==> src/rtl/ex_pkg.sv <==
// -----------------------------------------------------------------------------
// ex_pkg
// Shared definitions for the execute stage.
//   - ALU-op encodings coming from decode.
//   - R-type funct codes carried in sign_ext[5:0].
//   - Internal ALU-select enum, produced once by decode_sel().
//   - IDLE/MUL state enum for the stage sequencer.
// -----------------------------------------------------------------------------
package ex_pkg;

    localparam logic [1:0] OP_ADD   = 2'b00;
    localparam logic [1:0] OP_SUB   = 2'b01;
    localparam logic [1:0] OP_RTYPE = 2'b10;
    localparam logic [1:0] OP_ILL   = 2'b11;

    localparam logic [5:0] FN_ADD = 6'd0;
    localparam logic [5:0] FN_SUB = 6'd1;
    localparam logic [5:0] FN_MUL = 6'd2;
    localparam logic [5:0] FN_AND = 6'd3;
    localparam logic [5:0] FN_OR  = 6'd4;
    localparam logic [5:0] FN_SLT = 6'd5;

    typedef enum logic [2:0] {
        SEL_ADD,
        SEL_SUB,
        SEL_MUL,
        SEL_AND,
        SEL_OR,
        SEL_SLT,
        SEL_ILL
    } alu_sel_e;

    typedef enum logic {
        ST_IDLE,
        ST_MUL
    } state_e;

    // Collapse alu_op + funct into one select; everything unknown is illegal.
    function automatic alu_sel_e decode_sel(input logic [1:0] op, input logic [5:0] fn);
        alu_sel_e sel;
        sel = SEL_ILL;
        case (op)
            OP_ADD: sel = SEL_ADD;
            OP_SUB: sel = SEL_SUB;
            OP_RTYPE: begin
                case (fn)
                    FN_ADD:  sel = SEL_ADD;
                    FN_SUB:  sel = SEL_SUB;
                    FN_MUL:  sel = SEL_MUL;
                    FN_AND:  sel = SEL_AND;
                    FN_OR:   sel = SEL_OR;
                    FN_SLT:  sel = SEL_SLT;
                    default: sel = SEL_ILL;
                endcase
            end
            default: sel = SEL_ILL;
        endcase
        return sel;
    endfunction

endpackage

==> src/rtl/ex_mul_seq.sv <==
// -----------------------------------------------------------------------------
// ex_mul_seq
// Radix-2 shift-add multiplier, one partial product per cycle, XLEN steps.
// Returns the low XLEN bits of the unsigned product.
// Ports:
//   clk_i, rst_ni    clock, async active-low reset
//   start_i          capture a_i/b_i and begin (ignored while abort_i)
//   abort_i          drop the operation in progress
//   a_i, b_i         operands
//   done_o           high during the cycle of the last step
//   product_o        valid while done_o is high (includes the last step)
// -----------------------------------------------------------------------------
module ex_mul_seq #(
    parameter int XLEN = 32
) (
    input  logic            clk_i,
    input  logic            rst_ni,
    input  logic            start_i,
    input  logic            abort_i,
    input  logic [XLEN-1:0] a_i,
    input  logic [XLEN-1:0] b_i,
    output logic            done_o,
    output logic [XLEN-1:0] product_o
);

    localparam int CW = $clog2(XLEN);
    localparam logic [CW-1:0] LAST = CW'(XLEN - 1);

    logic            busy_q;
    logic [CW-1:0]   cnt_q;
    logic [XLEN-1:0] acc_q, acc_d;
    logic [XLEN-1:0] mcand_q;
    logic [XLEN-1:0] mplier_q;

    assign acc_d = acc_q + (mplier_q[0] ? mcand_q : '0);

    // The final step is exposed combinationally so the caller can register
    // the product on the same edge the last partial product is added.
    assign done_o    = busy_q & (cnt_q == LAST);
    assign product_o = acc_d;

    always_ff @(posedge clk_i or negedge rst_ni) begin
        if (!rst_ni) begin
            busy_q   <= 1'b0;
            cnt_q    <= '0;
            acc_q    <= '0;
            mcand_q  <= '0;
            mplier_q <= '0;
        end else if (abort_i) begin
            busy_q <= 1'b0;
        end else if (start_i) begin
            busy_q   <= 1'b1;
            cnt_q    <= '0;
            acc_q    <= '0;
            mcand_q  <= a_i;
            mplier_q <= b_i;
        end else if (busy_q) begin
            acc_q    <= acc_d;
            mcand_q  <= mcand_q << 1;
            mplier_q <= mplier_q >> 1;
            cnt_q    <= cnt_q + 1'b1;
            if (done_o) busy_q <= 1'b0;
        end
    end

endmodule

==> src/rtl/ex_pipe_unit.sv <==
// -----------------------------------------------------------------------------
// ex_pipe_unit
// Handshaked execute stage: ALU, zero flag, branch resolution, and a
// multi-cycle multiplier behind a valid/ready interface with flush.
// Ports:
//   clk_i, reset_ni              clock, async active-low reset
//   flush_i                      kill held/in-flight instruction, drop input
//   in_valid_i / in_ready_o      upstream handshake
//   pc_i, rs_i, rt_i, sign_ext_i instruction operands (sign_ext[5:0] = funct)
//   alu_src_i, alu_op_i, branch_i decode controls
//   out_valid_o / out_ready_i    downstream handshake
//   result_o, zero_o, br_taken_o, br_target_o, illegal_o  registered results
// -----------------------------------------------------------------------------
module ex_pipe_unit
    import ex_pkg::*;
#(
    parameter int XLEN = 32,
    parameter int PC_W = 32
) (
    input  logic            clk_i,
    input  logic            reset_ni,
    input  logic            flush_i,
    input  logic            in_valid_i,
    output logic            in_ready_o,
    input  logic [PC_W-1:0] pc_i,
    input  logic [XLEN-1:0] rs_i,
    input  logic [XLEN-1:0] rt_i,
    input  logic [XLEN-1:0] sign_ext_i,
    input  logic            alu_src_i,
    input  logic [1:0]      alu_op_i,
    input  logic            branch_i,
    output logic            out_valid_o,
    input  logic            out_ready_i,
    output logic [XLEN-1:0] result_o,
    output logic            zero_o,
    output logic            br_taken_o,
    output logic [PC_W-1:0] br_target_o,
    output logic            illegal_o
);

    state_e          state_q, state_d;
    alu_sel_e        sel;
    logic [XLEN-1:0] op2, alu_res;
    logic            zero_c, br_taken_c;
    logic [PC_W-1:0] offs, tgt_c;
    logic            accept, start_mul, load_alu, load_mul;
    logic            mul_done;
    logic [XLEN-1:0] mul_prod;
    logic            out_valid_q, out_valid_d;
    logic [XLEN-1:0] result_q;
    logic            zero_q, br_taken_q, illegal_q;
    logic [PC_W-1:0] br_target_q;
    // Branch info of the instruction sitting in the multiplier.
    logic            pend_zero_q, pend_bt_q;
    logic [PC_W-1:0] pend_tgt_q;

    assign op2        = alu_src_i ? sign_ext_i : rt_i;
    assign sel        = decode_sel(alu_op_i, sign_ext_i[5:0]);
    assign zero_c     = (rs_i == op2);
    assign br_taken_c = branch_i & zero_c;

    // Fit the immediate to PC width (sign-extend if narrower) before scaling.
    generate
        if (XLEN >= PC_W) begin : g_offs_trunc
            assign offs = sign_ext_i[PC_W-1:0];
        end else begin : g_offs_sext
            assign offs = {{(PC_W-XLEN){sign_ext_i[XLEN-1]}}, sign_ext_i};
        end
    endgenerate
    assign tgt_c = pc_i + (offs << 2);

    always_comb begin
        alu_res = '0;
        case (sel)
            SEL_ADD: alu_res = rs_i + op2;
            SEL_SUB: alu_res = rs_i - op2;
            SEL_AND: alu_res = rs_i & op2;
            SEL_OR:  alu_res = rs_i | op2;
            SEL_SLT: alu_res = {{(XLEN-1){1'b0}}, ($signed(rs_i) < $signed(op2))};
            default: alu_res = '0;
        endcase
    end

    assign in_ready_o = (state_q == ST_IDLE) & (~out_valid_q | out_ready_i);
    // Flush wins over a simultaneous accept.
    assign accept     = in_valid_i & in_ready_o & ~flush_i;
    assign start_mul  = accept & (sel == SEL_MUL);
    assign load_alu   = accept & (sel != SEL_MUL);
    assign load_mul   = (state_q == ST_MUL) & mul_done & ~flush_i;

    ex_mul_seq #(.XLEN(XLEN)) u_mul (
        .clk_i     (clk_i),
        .rst_ni    (reset_ni),
        .start_i   (start_mul),
        .abort_i   (flush_i),
        .a_i       (rs_i),
        .b_i       (op2),
        .done_o    (mul_done),
        .product_o (mul_prod)
    );

    always_comb begin
        state_d = state_q;
        case (state_q)
            ST_IDLE: if (start_mul) state_d = ST_MUL;
            ST_MUL:  if (flush_i || mul_done) state_d = ST_IDLE;
            default: state_d = ST_IDLE;
        endcase
    end

    // A take and a new load on the same edge keep out_valid high (no bubble).
    always_comb begin
        out_valid_d = out_valid_q;
        if (flush_i)                   out_valid_d = 1'b0;
        else if (load_alu || load_mul) out_valid_d = 1'b1;
        else if (out_ready_i)          out_valid_d = 1'b0;
    end

    always_ff @(posedge clk_i or negedge reset_ni) begin
        if (!reset_ni) begin
            state_q     <= ST_IDLE;
            out_valid_q <= 1'b0;
            result_q    <= '0;
            zero_q      <= 1'b0;
            br_taken_q  <= 1'b0;
            br_target_q <= '0;
            illegal_q   <= 1'b0;
            pend_zero_q <= 1'b0;
            pend_bt_q   <= 1'b0;
            pend_tgt_q  <= '0;
        end else begin
            state_q     <= state_d;
            out_valid_q <= out_valid_d;
            if (start_mul) begin
                pend_zero_q <= zero_c;
                pend_bt_q   <= br_taken_c;
                pend_tgt_q  <= tgt_c;
            end
            if (load_alu) begin
                result_q    <= alu_res;
                zero_q      <= zero_c;
                br_taken_q  <= br_taken_c;
                br_target_q <= tgt_c;
                illegal_q   <= (sel == SEL_ILL);
            end else if (load_mul) begin
                result_q    <= mul_prod;
                zero_q      <= pend_zero_q;
                br_taken_q  <= pend_bt_q;
                br_target_q <= pend_tgt_q;
                illegal_q   <= 1'b0;
            end
        end
    end

    assign out_valid_o = out_valid_q;
    assign result_o    = result_q;
    assign zero_o      = zero_q;
    assign br_taken_o  = br_taken_q;
    assign br_target_o = br_target_q;
    assign illegal_o   = illegal_q;

endmodule

==> config.mk <==
export PLATFORM = sky130hd
export DESIGN_NAME = ex_pipe_unit
export DESIGN_NICKNAME = d
export VERILOG_FILES = /design/src/rtl/ex_pkg.sv /design/src/rtl/ex_mul_seq.sv /design/src/rtl/ex_pipe_unit.sv
export SDC_FILE = /design/constraint.sdc
export NUM_CORES = 1
export LEC_CHECK = 0
export BUFFER_PORTS_ARGS = -buffer_cell sky130_fd_sc_hd__buf_2
export CORE_ASPECT_RATIO = 1.1
export CORE_MARGIN = 5
export CORE_UTILIZATION = 40
export CTS_BUF_LIST = sky130_fd_sc_hd__clkbuf_16
export DETAILED_ROUTE_END_ITERATION = 10
export SKIP_CTS_REPAIR_TIMING = 1
export SYNTH_ARGS = -nofsm -noshare
export SYNTH_HDL_FRONTEND = slang
export SYNTH_SLANG_ARGS = --single-unit
==> constraint.sdc <==
create_clock -name clk_i -period 3.8 [get_ports clk_i]
set_input_delay 0.76 -clock clk_i [delete_from_list [all_inputs] [get_ports clk_i]]
set_output_delay 0.76 -clock clk_i [all_outputs]
set_load 0.01 [all_outputs]
==> results of run 1 <==
power breakdown:
| part | total, mW | switching [mW] | internal (mW) |
|---|---|---|---|
| Clock | 2.57 | 1.07 | 1.51 |
| Sequential | 2.51 | 0.149 | 2.36 |
| Combinational | 2.60 | 1.43 | 1.17 |
cells by family after synthesis:
family	count (synthesis)	share of synthesized area (%)
buffers and inverters	227	4.95
multiplexers	105	6.15
flip-flops	205	29.8
adder cells (fa/ha/maj)	186	13.7
XOR/XNOR	63	3.21
AO/OA/AOI/OAI	687	25.5
AND/OR/NAND/NOR	639	16.6
routing by layer:
metal	global-route usage (%)	share of wire, %
met5	0	0
met4	8.07	3.4
met3	3.96	6.1
met2	45.4	46
met1	37.9	45
state kept, by name, summed over array words and instances, names as in the netlist, 5 cells and up:
signal / count
result_o: 32
u_mul.cnt_q: 5
pend_tgt_q: 32
u_mul.mplier_q: 32
u_mul.acc_q: 32
br_target_o: 32
u_mul.mcand_q: 32
cell usage in the layout, fill, tap and decap left out, types with 12 or more instances in the layout:
| master | n |
|---|---|
| a221o_1 | 13 |
| ha_1 | 173 |
| xnor2_1 | 40 |
| and3_1 | 15 |
| o22ai_1 | 24 |
| nand2_1 | 244 |
| o31ai_1 | 19 |
| o21ai_0 | 136 |
| dfrtp_1 | 204 |
| a21o_1 | 51 |
| a22oi_1 | 14 |
| nor2b_1 | 17 |
| a211oi_1 | 26 |
| nor2_1 | 188 |
| o21bai_1 | 29 |
| nand2b_1 | 21 |
| a21oi_1 | 221 |
| nand4_1 | 16 |
| a31oi_1 | 20 |
| clkbuf_16 | 28 |
| xor2_1 | 23 |
| or3_1 | 12 |
| buf_2 | 203 |
| buf_4 | 372 |
| nand3_1 | 26 |
| nor3_1 | 25 |
| inv_1 | 114 |
| and2_1 | 36 |
| o211ai_1 | 16 |
| mux2i_1 | 87 |
worst max-delay path, stage by stage:
cell and delay, ns:
buf_12 0.09, buf_12 0.13, mux2i_4 0.28, ha_4 0.24, nor3b_2 0.15, or4b_4 0.52
a2111oi_4 0.38, o2111ai_2 0.22, nand2_2 0.15, a211oi_4 0.08, o221a_1 0.30, a211o_1 0.32
a32o_1 0.27, a221o_1 0.34
layout make-up:
type                    count  area (um2)  area share (%)
diodes                      3        7.51          0.0328
clock buffers              27         676            2.95
clock inverters            23         211           0.923
inverters                 114         428            1.87
multi-input cells        1680       11700            50.9
flip-flops and latches    205        5130            22.4
well taps                 567         709            3.10
repair buffers            591        4090            17.9
worst max-delay path by stage:
stage / slack, ns / end / startpoint
5_1_grt: -0.06 / result_o[31] / alu_src_i
3_3_place_gp: -0.71 / result_o[22] / alu_src_i
6_report: 0.008 / result_o[31] / alu_src_i
3_5_place_dp: -0.80 / result_o[22] / alu_src_i
4_1_cts: -0.21 / result_o[22] / alu_src_i
2_1_floorplan: -0.40 / result_o[31] / alu_src_i
per-stage QoR:
step	util (%)	std cells	hold slack, ns
2_1_floorplan	-	2112	0.439
3_3_place_gp	50.8	3146	0.450
3_5_place_dp	50.8	3146	0.456
4_1_cts	52.8	3196	0.217
5_1_grt	54.0	3210	0.233
6_report	54.0	3210	0.198
==> key figures, run 1 <==
STA
  – Worst-margin pin slew: ~0.79 ns
  – Tcrit/Tclk final: between 90% and 100%
  – Final number of setup-violating endpoints: 0
  – Final min period: approximately 3.8 ns
  – Worst Skew: between 0.015 and 0.02 ns
  – Slew HR: a little under half
  – Fin worst setup slack: ~0.008 ns
  – Max-slew violation count: 0
  – F_max: about 0.26 GHz
  – Final Hold Fails: 0
  – RSZ-0062 raised after global routing: true
  – Setup TNS Final: 0 ns

Setup path
  – R2R setup slack: roughly 0.19 ns
  – Worst reg2reg path startpoint: u_mul.mplier_q[0]
  – Capturing element type of the critical path: flip-flop
  – Crit Path Category: input port to flip-flop
  – R2r endpoint: result_o[31]
  – Crit path DAT: between 4 and 5 ns
  – Worst Path Required: around 4.3 ns
  – Element type at the critical path start: input port
  – Register-to-Register Path Depth: 14
  – CP max FO: 5

Routing
  – Pre-Repair DR Iteration Count: 5
  – Wire per inst: approximately 21 um
  – Vias/cell: ~5.6
  – DRC: 0
  – 1st-iter DRT viols: about 1300
  – Final WL: around 70000 um
  – Vias: approximately 18000
  – Final ANT Viol Nets: 0

Run
  – Maxcap violations: 0

Clock tree
  – Worst-Skew Late Latency: ~0.56 ns
  – TritonCTS clock tree: yes
  – H-tree depth: 1
  – Clk Tree Root Cell: clkbuf_16
  – Clock buffer depth: 3
  – Clock slew at reported path FFs: around 0.060 ns
  – CTS Buf Count: 27
  – Sink Count: just over 200

Place
  – Gp weighted congestion: roughly 1.0
  – Dpl ws: -0.801 ns
  – # port buffers: a little over 200
  – Area post-placement: between 20000 and 25000 um2
  – Final HPWL DP: 54300 um

Finish
  – Layout cells sized above 1: between 20% and 30%
  – Layout area overhead: 33.2%
  – Fin area: approximately 23000 um2
  – Filler Cell Count: between 4000 and 5000
  – Final net count: slightly below 3000

Yosys
  – Ys async rst share: between 90% and 100%
  – Top FF cell, synth: dfrtp_1
  – Synth top area cells: dfrtp_1 30%, ha_1 13%, a21oi_1 6.5%
  – Synth Register Bits: around 210
  – Unique cell type count in the Yosys netlist: 79
  – Area leader, netlist: dfrtp_1
  – Syn nets: 2435
  – Post-synth EDFFs: 0
  – Most common cell in the netlist: nand2_1
  – Sequential fraction of the synthesis area: 29.8%
  – Synth warnings: 0
  – Avg Inst Size Synth: slightly above 8 um2
  – Syn Std Cell Area: ~17000 um2
  – Synth top area share: 29.8%
  – Synth top cells by count: 244 x nand2_1, 225 x a21oi_1, 205 x dfrtp_1, 195 x nor2_1, 182 x ha_1
  – Instance count of the mapped netlist: 2112

Floorplanning
  – Initial Util: 40.6%
  – Area of the core: 42400 um2
  – Die area: about 47000 um2
  – Die W: between 200 and 250 um
  – Num ports: between 200 and 250
  – Die Y: ~230 um
  – Row count: 79

Power and ir drop
  – Leakage: approximately 11 nW
  – PwrDens: between 300 and 400 nW/um2
  – Total power: ~7.7 mW
  – IR drop worst, VDD: 0.307 mV

Min path
  – Hold Crit Class: input port to async pin

Global route
  – First-pass GRT wire length: about 100000 um
  – Vias in the first global route: between 15000 and 20000
  – Overflow left after global routing: 0
  – Initial antenna violation count: 4
  – Largest net degree at the start of global routing: a little under 80
  – Gr usage total: a little over a quarter

Run status
  – Outcome: complete, no violations
Power figures use the tool's default switching activity.
==> run 2, diff against run 1 <==
- ABC_AREA: not set -> 1
- REMOVE_ABC_BUFFERS: not set -> 1
- SETUP_SLACK_MARGIN: not set -> 0.05
==> run 2 against run 1 <==
Sequential power grew 29%. Sequential share of layout area grew 0.46 points. Critical path depth grew 4. Utilization shrank 6.9 points. Critical endpoint is now result_o[0]. Synthesized area grew 12%. Via count grew 14%.
==> key figures, run 2 <==
Setup path
  – Crit path cell chain: buf_2 > buf_12 > o21ai_0 > ha_1 > buf_4 > nor2_1 > nand2_1 > inv_1 > nand2_1 > nand2_1 > nand2_1 > nand2_1 > nand2_1 > nand3_1 > nand3_1 > nand2_1 > nand2_1 > a21oi_1
  – Worst Path Required: 4.29 ns (+0.04 ns)
  – Crit-path max cell delay: 0.38 ns (-0.14 ns)
  – Most used cell, CP: nand2_1
  – Critical path's slowest cell: o21ai_0
  – CP max FO: 34 (+29)
  – Crit path DAT: 3.81 ns (-0.43 ns)
  – Element type at the critical path start: input port
  – Capturing element type of the critical path: flip-flop
  – Crit Path Category: input port to flip-flop

Floorplanning
  – Area of the core: 47600 um2 (+12%)
  – Die area: 52400 um2 (+11%)
  – Row count: 84 (+6.3%)
  – Die Y: 240 um (+5.4%)
  – Num ports: 206 (unchanged)
  – Initial Util: 40.3% (-0.27 points)
  – Die W: 219 um (+5.3%)

Global route
  – Initial antenna violation count: 3 (-1)
  – Overflow left after global routing: 0 (unchanged)
  – Gr usage total: 29.7% (+2.2 points)
  – First-pass GRT wire length: 119000 um (+17%)
  – Vias in the first global route: 20400 (+16%)
  – Largest net degree at the start of global routing: 119 (+51%)

Finish
  – Commonest non-fill, non-tap cell in the layout: nand2_1
  – Final net count: 3505 (+19%)
  – Final Non-Filler Cells: 3847 (+20%)
  – Layout cells sized above 1: 12.6% (-14 points)
  – Layout area overhead: 17.0%
  – Antenna Cells: 0 (-3)
  – Commonest cells after routing, fill and taps aside: 883 x nand2_1, 462 x inv_1, 241 x nor2_1
  – Filler Cell Count: 5039 (+26%)

STA
  – Tcrit/Tclk final: 87.5% (-12 points)
  – F_max: 0.301 GHz (+14%)
  – RSZ-0062 raised after global routing: false
  – Setup TNS Final: 0 ns (unchanged)
  – Final number of setup-violating endpoints: 0 (unchanged)
  – Worst Skew: 0.0258 ns (+0.00584 ns)
  – Slew HR: 48.5% (+1.3 points)
  – Final Hold Fails: 0 (unchanged)
  – Final min period: 3.32 ns (-0.467 ns)
  – Max-slew violation count: 0 (unchanged)
  – Worst-margin pin slew: 0.772 ns (-0.0197 ns)

Yosys
  – Avg Inst Size Synth: 6.54 um2 (-20%)
  – Area leader, netlist: dfrtp_1
  – Synth top cells by count: 883 x nand2_1, 460 x inv_1, 241 x nor2_1, 206 x nand3_1, 205 x dfrtp_1
  – Instance count of the mapped netlist: 2931 (+39%)
  – Post-synth EDFFs: 0 (unchanged)
  – Unique cell type count in the Yosys netlist: 54 (-32%)
  – Synth Register Bits: 205 (unchanged)
  – Sequential fraction of the synthesis area: 26.7% (-3.1 points)
  – Synth top area share: 26.7% (-3.1 points)
  – Most common cell in the netlist: nand2_1
  – Ys async rst share: 100% (unchanged)
  – Syn Std Cell Area: 19200 um2 (+12%)
  – Top FF cell, synth: dfrtp_1
  – Synth top area cells: dfrtp_1 27%, nand2_1 17%, ha_1 12%
  – Synth warnings: 0 (unchanged)

Clock tree
  – H-tree depth: 1 (unchanged)
  – Clock buffer depth: 3 (unchanged)
  – Clk Tree Root Cell: clkbuf_16
  – Worst-Skew Late Latency: 0.58 ns (+0.02 ns)
  – Sink Count: 205 (unchanged)
  – CTS Buf Count: 26 (-3.7%)
  – TritonCTS clock tree: yes
  – Clock slew at reported path FFs: 0.06 ns (about the same)

Routing
  – Final ANT Viol Nets: 0 (unchanged)
  – Wire per inst: 20.7 um (-2.9%)
  – DRC: 0 (unchanged)
  – Final WL: 79800 um (+16%)
  – 1st-iter DRT viols: 1501 (+13%)
  – Vias/cell: 5.30 (-4.7%)
  – Vias: 20400 (+14%)
  – Pre-Repair DR Iteration Count: 5 (unchanged)

Power and ir drop
  – Clock power share: 29.3% (-4.2 points)
  – IR drop worst, VDD: 0.371 mV (+21%)
  – Comb pwr share: 38.1% (+4.3 points)
  – PwrDens: 441 nW/um2 (+32%)
  – Leakage: 12.3 nW (+9.4%)
  – Switching pwr: 3.93 mW (+49%)
  – Internal power: 5.97 mW (+18%)
  – Net Sw Frac: 39.7% (+5.3 points)
  – Sequential Power Share: 32.6% (about the same)

Place
  – Placed cells: 3799 (+21%)
  – Final HPWL DP: 63200 um (+16%)
  – Gp weighted congestion: 1.02 (+0.64%)
  – # port buffers: 205 (unchanged)

Run status
  – Outcome: complete, no violations

Run
  – Maxcap violations: 0 (unchanged)

Min path
  – Hold Crit Class: input port to async pin
## run 2: final timing paths
check                                   from              end  slack [ns]  cells past startpoint
max                                alu_src_i      result_o[0]        0.48                     18
min                                 reset_ni   u_mul.acc_q[1]        0.13                      1
max reg2reg                u_mul.mplier_q[0]     result_o[29]        0.68                     15
min reg2reg                   pend_tgt_q[31]   pend_tgt_q[31]        0.48                      2
max in group asynchronous           reset_ni  br_target_o[21]        2.77                      2
min in group clk_i                   flush_i      out_valid_o        0.44                      2
## run 2: cell families after synthesis
logic type	Yosys count	share of synthesized area [%]
simple gates	1438	31.3
buf+inv	565	12.0
xor+xnor	45	2.05
flops	205	26.7
compound gates	492	15.7
fa+ha+maj	186	12.3
## run 2: final cells by class
cell class                      instances  area [um2]  share of cell area (%)
Multi-Input combinational cell       2161       11800                    52.4
Sequential cell                       205        5130                    22.9
Timing Repair Buffer                  316        1990                    8.89
Inverter                              472        1780                    7.91
Tap cell                              645         807                    3.60
Clock buffer                           27         676                    3.01
Clock inverter                         21         295                    1.32
## run 2: routing by layer
| layer | global-route usage [%] | vias up | part of all wire, % |
|---|---|---|---|
| li1 | - | 9934 | - |
| met1 | 39.2 | 9673 | 43 |
| met2 | 49.8 | 642 | 47 |
| met3 | 4.25 | 154 | 5.9 |
| met4 | 10.8 | 4 | 4.1 |
| met5 | 0 | - | 0.034 |
## run 2: through the flow
| stage | instance area (um2) | util, % | total power, mW | hold slack [ns] | setup slack, ns |
|---|---|---|---|---|---|
| after floorplan | 18700 | - | 5.48 | 0.444 | -0.481 |
| after global placement | 21500 | 45.1 | 6.95 | 0.461 | 0.00576 |
| after detailed placement | 21500 | 45.1 | 7.00 | 0.470 | -0.0311 |
| after CTS | 22400 | 47.1 | 9.94 | 0.135 | 0.574 |
| after global routing | 22400 | 47.1 | 10.6 | 0.172 | 0.210 |
| final | 22400 | 47.1 | 9.90 | 0.129 | 0.475 |
## run 2: power by group through the flow
stage	combinational [mW]	clock, mW	sequential (mW)
after global routing	4.22	3.04	3.31
after detailed placement	3.75	0	3.25
after global placement	3.71	0	3.24
after CTS	3.76	2.96	3.22
after floorplan	2.24	0	3.24
final	3.77	2.90	3.23
## run 2: critical path, delay by kind of cell
kind | cells | cell delay, ns
adders and majority gates | 1 | 0.38
buffers and inverters | 4 | 0.55
and+or+nand+nor | 11 | 1.61
AOI/OAI and AO/OA | 2 | 0.50
==> run 3, diff against run 2 <==
- SETUP_SLACK_MARGIN: 0.05 -> 0.02
- TNS_END_PERCENT: not set -> 20
- clock period: 3.8 -> 3.55 ns (I/O delays scaled with it)
==> run 3 against run 2 <==
Routed wire length decreased by 1.8%. Non-clock buffer count increased by 38. Total power increased by 4.9%. Utilization increased by 0.50 points. Critical endpoint is now result_o[27].
==> key figures, run 3 (synthesis gave the netlist of run 2 again) <==
Run status
  – Outcome: complete, no violations

Place
  – Area post-placement: 21800 um2 (+1.4%)
  – Final HPWL DP: 63000 um (-0.35%)
  – Placed cells: 3837 (+1.0%)
  – # port buffers: 205 (unchanged)
  – Gp weighted congestion: 0.990 (-3.1%)

Finish
  – Antenna Cells: 0 (unchanged)
  – Filler Cell Count: 5028 (-0.22%)
  – Commonest cells after routing, fill and taps aside: 883 x nand2_1, 462 x inv_1, 241 x nor2_1
  – Commonest non-fill, non-tap cell in the layout: nand2_1
  – Fin area: 22700 um2 (+1.1%)
  – Layout cells sized above 1: 13.7% (+1.0 points)
  – Layout area overhead: 18.2%
  – Final Non-Filler Cells: 3887 (+1.0%)
  – Final net count: 3544 (+1.1%)

Routing
  – DRC: 0 (unchanged)
  – Final ANT Viol Nets: 0 (unchanged)
  – Vias/cell: 5.25 (-0.95%)
  – Wire per inst: 20.1 um (-2.8%)
  – Vias: 20400 (+0.083%)
  – Final WL: 78300 um (-1.8%)
  – Pre-Repair DR Iteration Count: 5 (unchanged)
  – 1st-iter DRT viols: 1400 (-6.7%)

Setup path
  – Crit Path Category: input port to flip-flop
  – Crit path DAT: 3.62 ns (-0.19 ns)
  – Crit-path max cell delay: 0.45 ns (+0.07 ns)
  – CP top delay family: simple AND/OR/NAND/NOR gates
  – Worst Path Required: 4.00 ns (-0.29 ns)
  – Crit path buffers/inverters: 3 (-1)
  – CP max FO: 22 (-35%)
  – Register-to-Register Path Depth: 16 (+1)
  – Critical path's slowest cell: o21ai_0
  – Element type at the critical path start: input port
  – Most used cell, CP: nand2_1
  – Capturing element type of the critical path: flip-flop
  – Crit path cell chain: buf_2 > buf_12 > buf_4 > o21ai_0 > ha_1 > nand2_1 > nor2_1 > nand2_1 > nor3_1 > nand2_1 > nand2_1 > nand2_1 > nand3_1 > nand3_1 > nand2_1 > nand2_1 > nand2_1 > nand2_1
  – Crit path depth: 18 (unchanged)

Power and ir drop
  – PwrDens: 458 nW/um2 (+3.8%)
  – IR drop worst, VDD: 0.389 mV (+4.7%)
  – Leakage: 12.5 nW (+1.3%)

STA
  – RSZ-0062 raised after global routing: false
  – F_max: between 0.3 and 0.4 GHz
  – Final number of setup-violating endpoints: 0 (unchanged)
  – Worst Skew: 0.0226 ns (-0.00321 ns)
  – Worst-margin pin slew: 0.793 ns (+0.0207 ns)
  – Final Hold Fails: 0 (unchanged)
  – Max-slew violation count: 0 (unchanged)
  – Final min period: about 3.2 ns
  – Slew HR: 47.1% (-1.4 points)
  – Tcrit/Tclk final: between 80% and 90%

Global route
  – First-pass GRT wire length: 119000 um (-0.72%)
  – Overflow left after global routing: 0 (unchanged)
  – Largest net degree at the start of global routing: 119 (unchanged)
  – Vias in the first global route: 20500 (+0.35%)
  – Initial antenna violation count: 2 (-1)
  – Gr usage total: 29.2% (-0.47 points)

Floorplanning
  – Die Y: 240 um (unchanged)
  – Die W: 219 um (unchanged)
  – Num ports: 206 (unchanged)
  – Area of the core: 47600 um2 (unchanged)
  – Initial Util: 40.3% (unchanged)
  – Die area: 52400 um2 (unchanged)
  – Row count: 84 (unchanged)

Clock tree
  – Clock buffer depth: 3 (unchanged)
  – CTS Buf Count: 27 (+3.8%)
  – TritonCTS clock tree: yes
  – Worst-Skew Late Latency: 0.57 ns (about the same)
  – Clk Tree Root Cell: clkbuf_16
  – Sink Count: 205 (unchanged)
  – Clock slew at reported path FFs: 0.06 ns (about the same)
  – H-tree depth: 1 (unchanged)

Min path
  – Hold Crit Class: input port to async pin

Run
  – Maxcap violations: 0 (unchanged)
[run 3: power breakdown]
part / total [mW] / internal, mW / switching, mW
clock network: 2.85 / 1.69 / 1.16
registers: 3.42 / 3.01 / 0.410
logic: 4.12 / 1.56 / 2.57
[run 3: through the flow]
step	utilization (%)	hold slack, ns	TNS (ns)	setup WS (ns)	power, mW
5_1_grt	47.6	0.192	0	0.109	11.1
3_3_place_gp	45.7	0.461	-0.0592	-0.0592	7.48
4_1_cts	47.6	0.161	0	0.447	10.4
3_5_place_dp	45.7	0.465	-0.530	-0.150	7.53
6_report	47.6	0.108	0	0.373	10.4
2_1_floorplan	-	0.414	-36.58	-0.731	5.87
[run 3: worst paths after layout]
kind                                   start               to  slack (ns)
setup reg to reg           u_mul.mplier_q[0]     result_o[27]        0.56
max in group asynchronous           reset_ni  u_mul.acc_q[31]        2.57
min in group clk_i                   flush_i      out_valid_o        0.41
hold / removal                      reset_ni      result_o[5]        0.11
setup / recovery                   alu_src_i     result_o[27]        0.37
hold reg to reg               pend_tgt_q[23]   pend_tgt_q[23]        0.48
[run 3: metal layers]
metal  up-vias  routed length (um)  global-route usage [%]
li1      10000                   -                       -
met1      9615               34000                    38.4
met2       670               37700                    51.2
met3       117                4220                    3.32
met4         4                2370                    7.99
met5         -                  34                       0
[run 3: layout make-up]
| class | instances | area, um2 | share of cell area, % |
|---|---|---|---|
| clock buffers | 27 | 676 | 2.98 |
| clock inverters | 23 | 234 | 1.03 |
| inverters | 472 | 1780 | 7.83 |
| multi-input cells | 2161 | 11800 | 51.9 |
| flip-flops and latches | 205 | 5130 | 22.6 |
| well taps | 645 | 807 | 3.56 |
| repair buffers | 354 | 2290 | 10.1 |
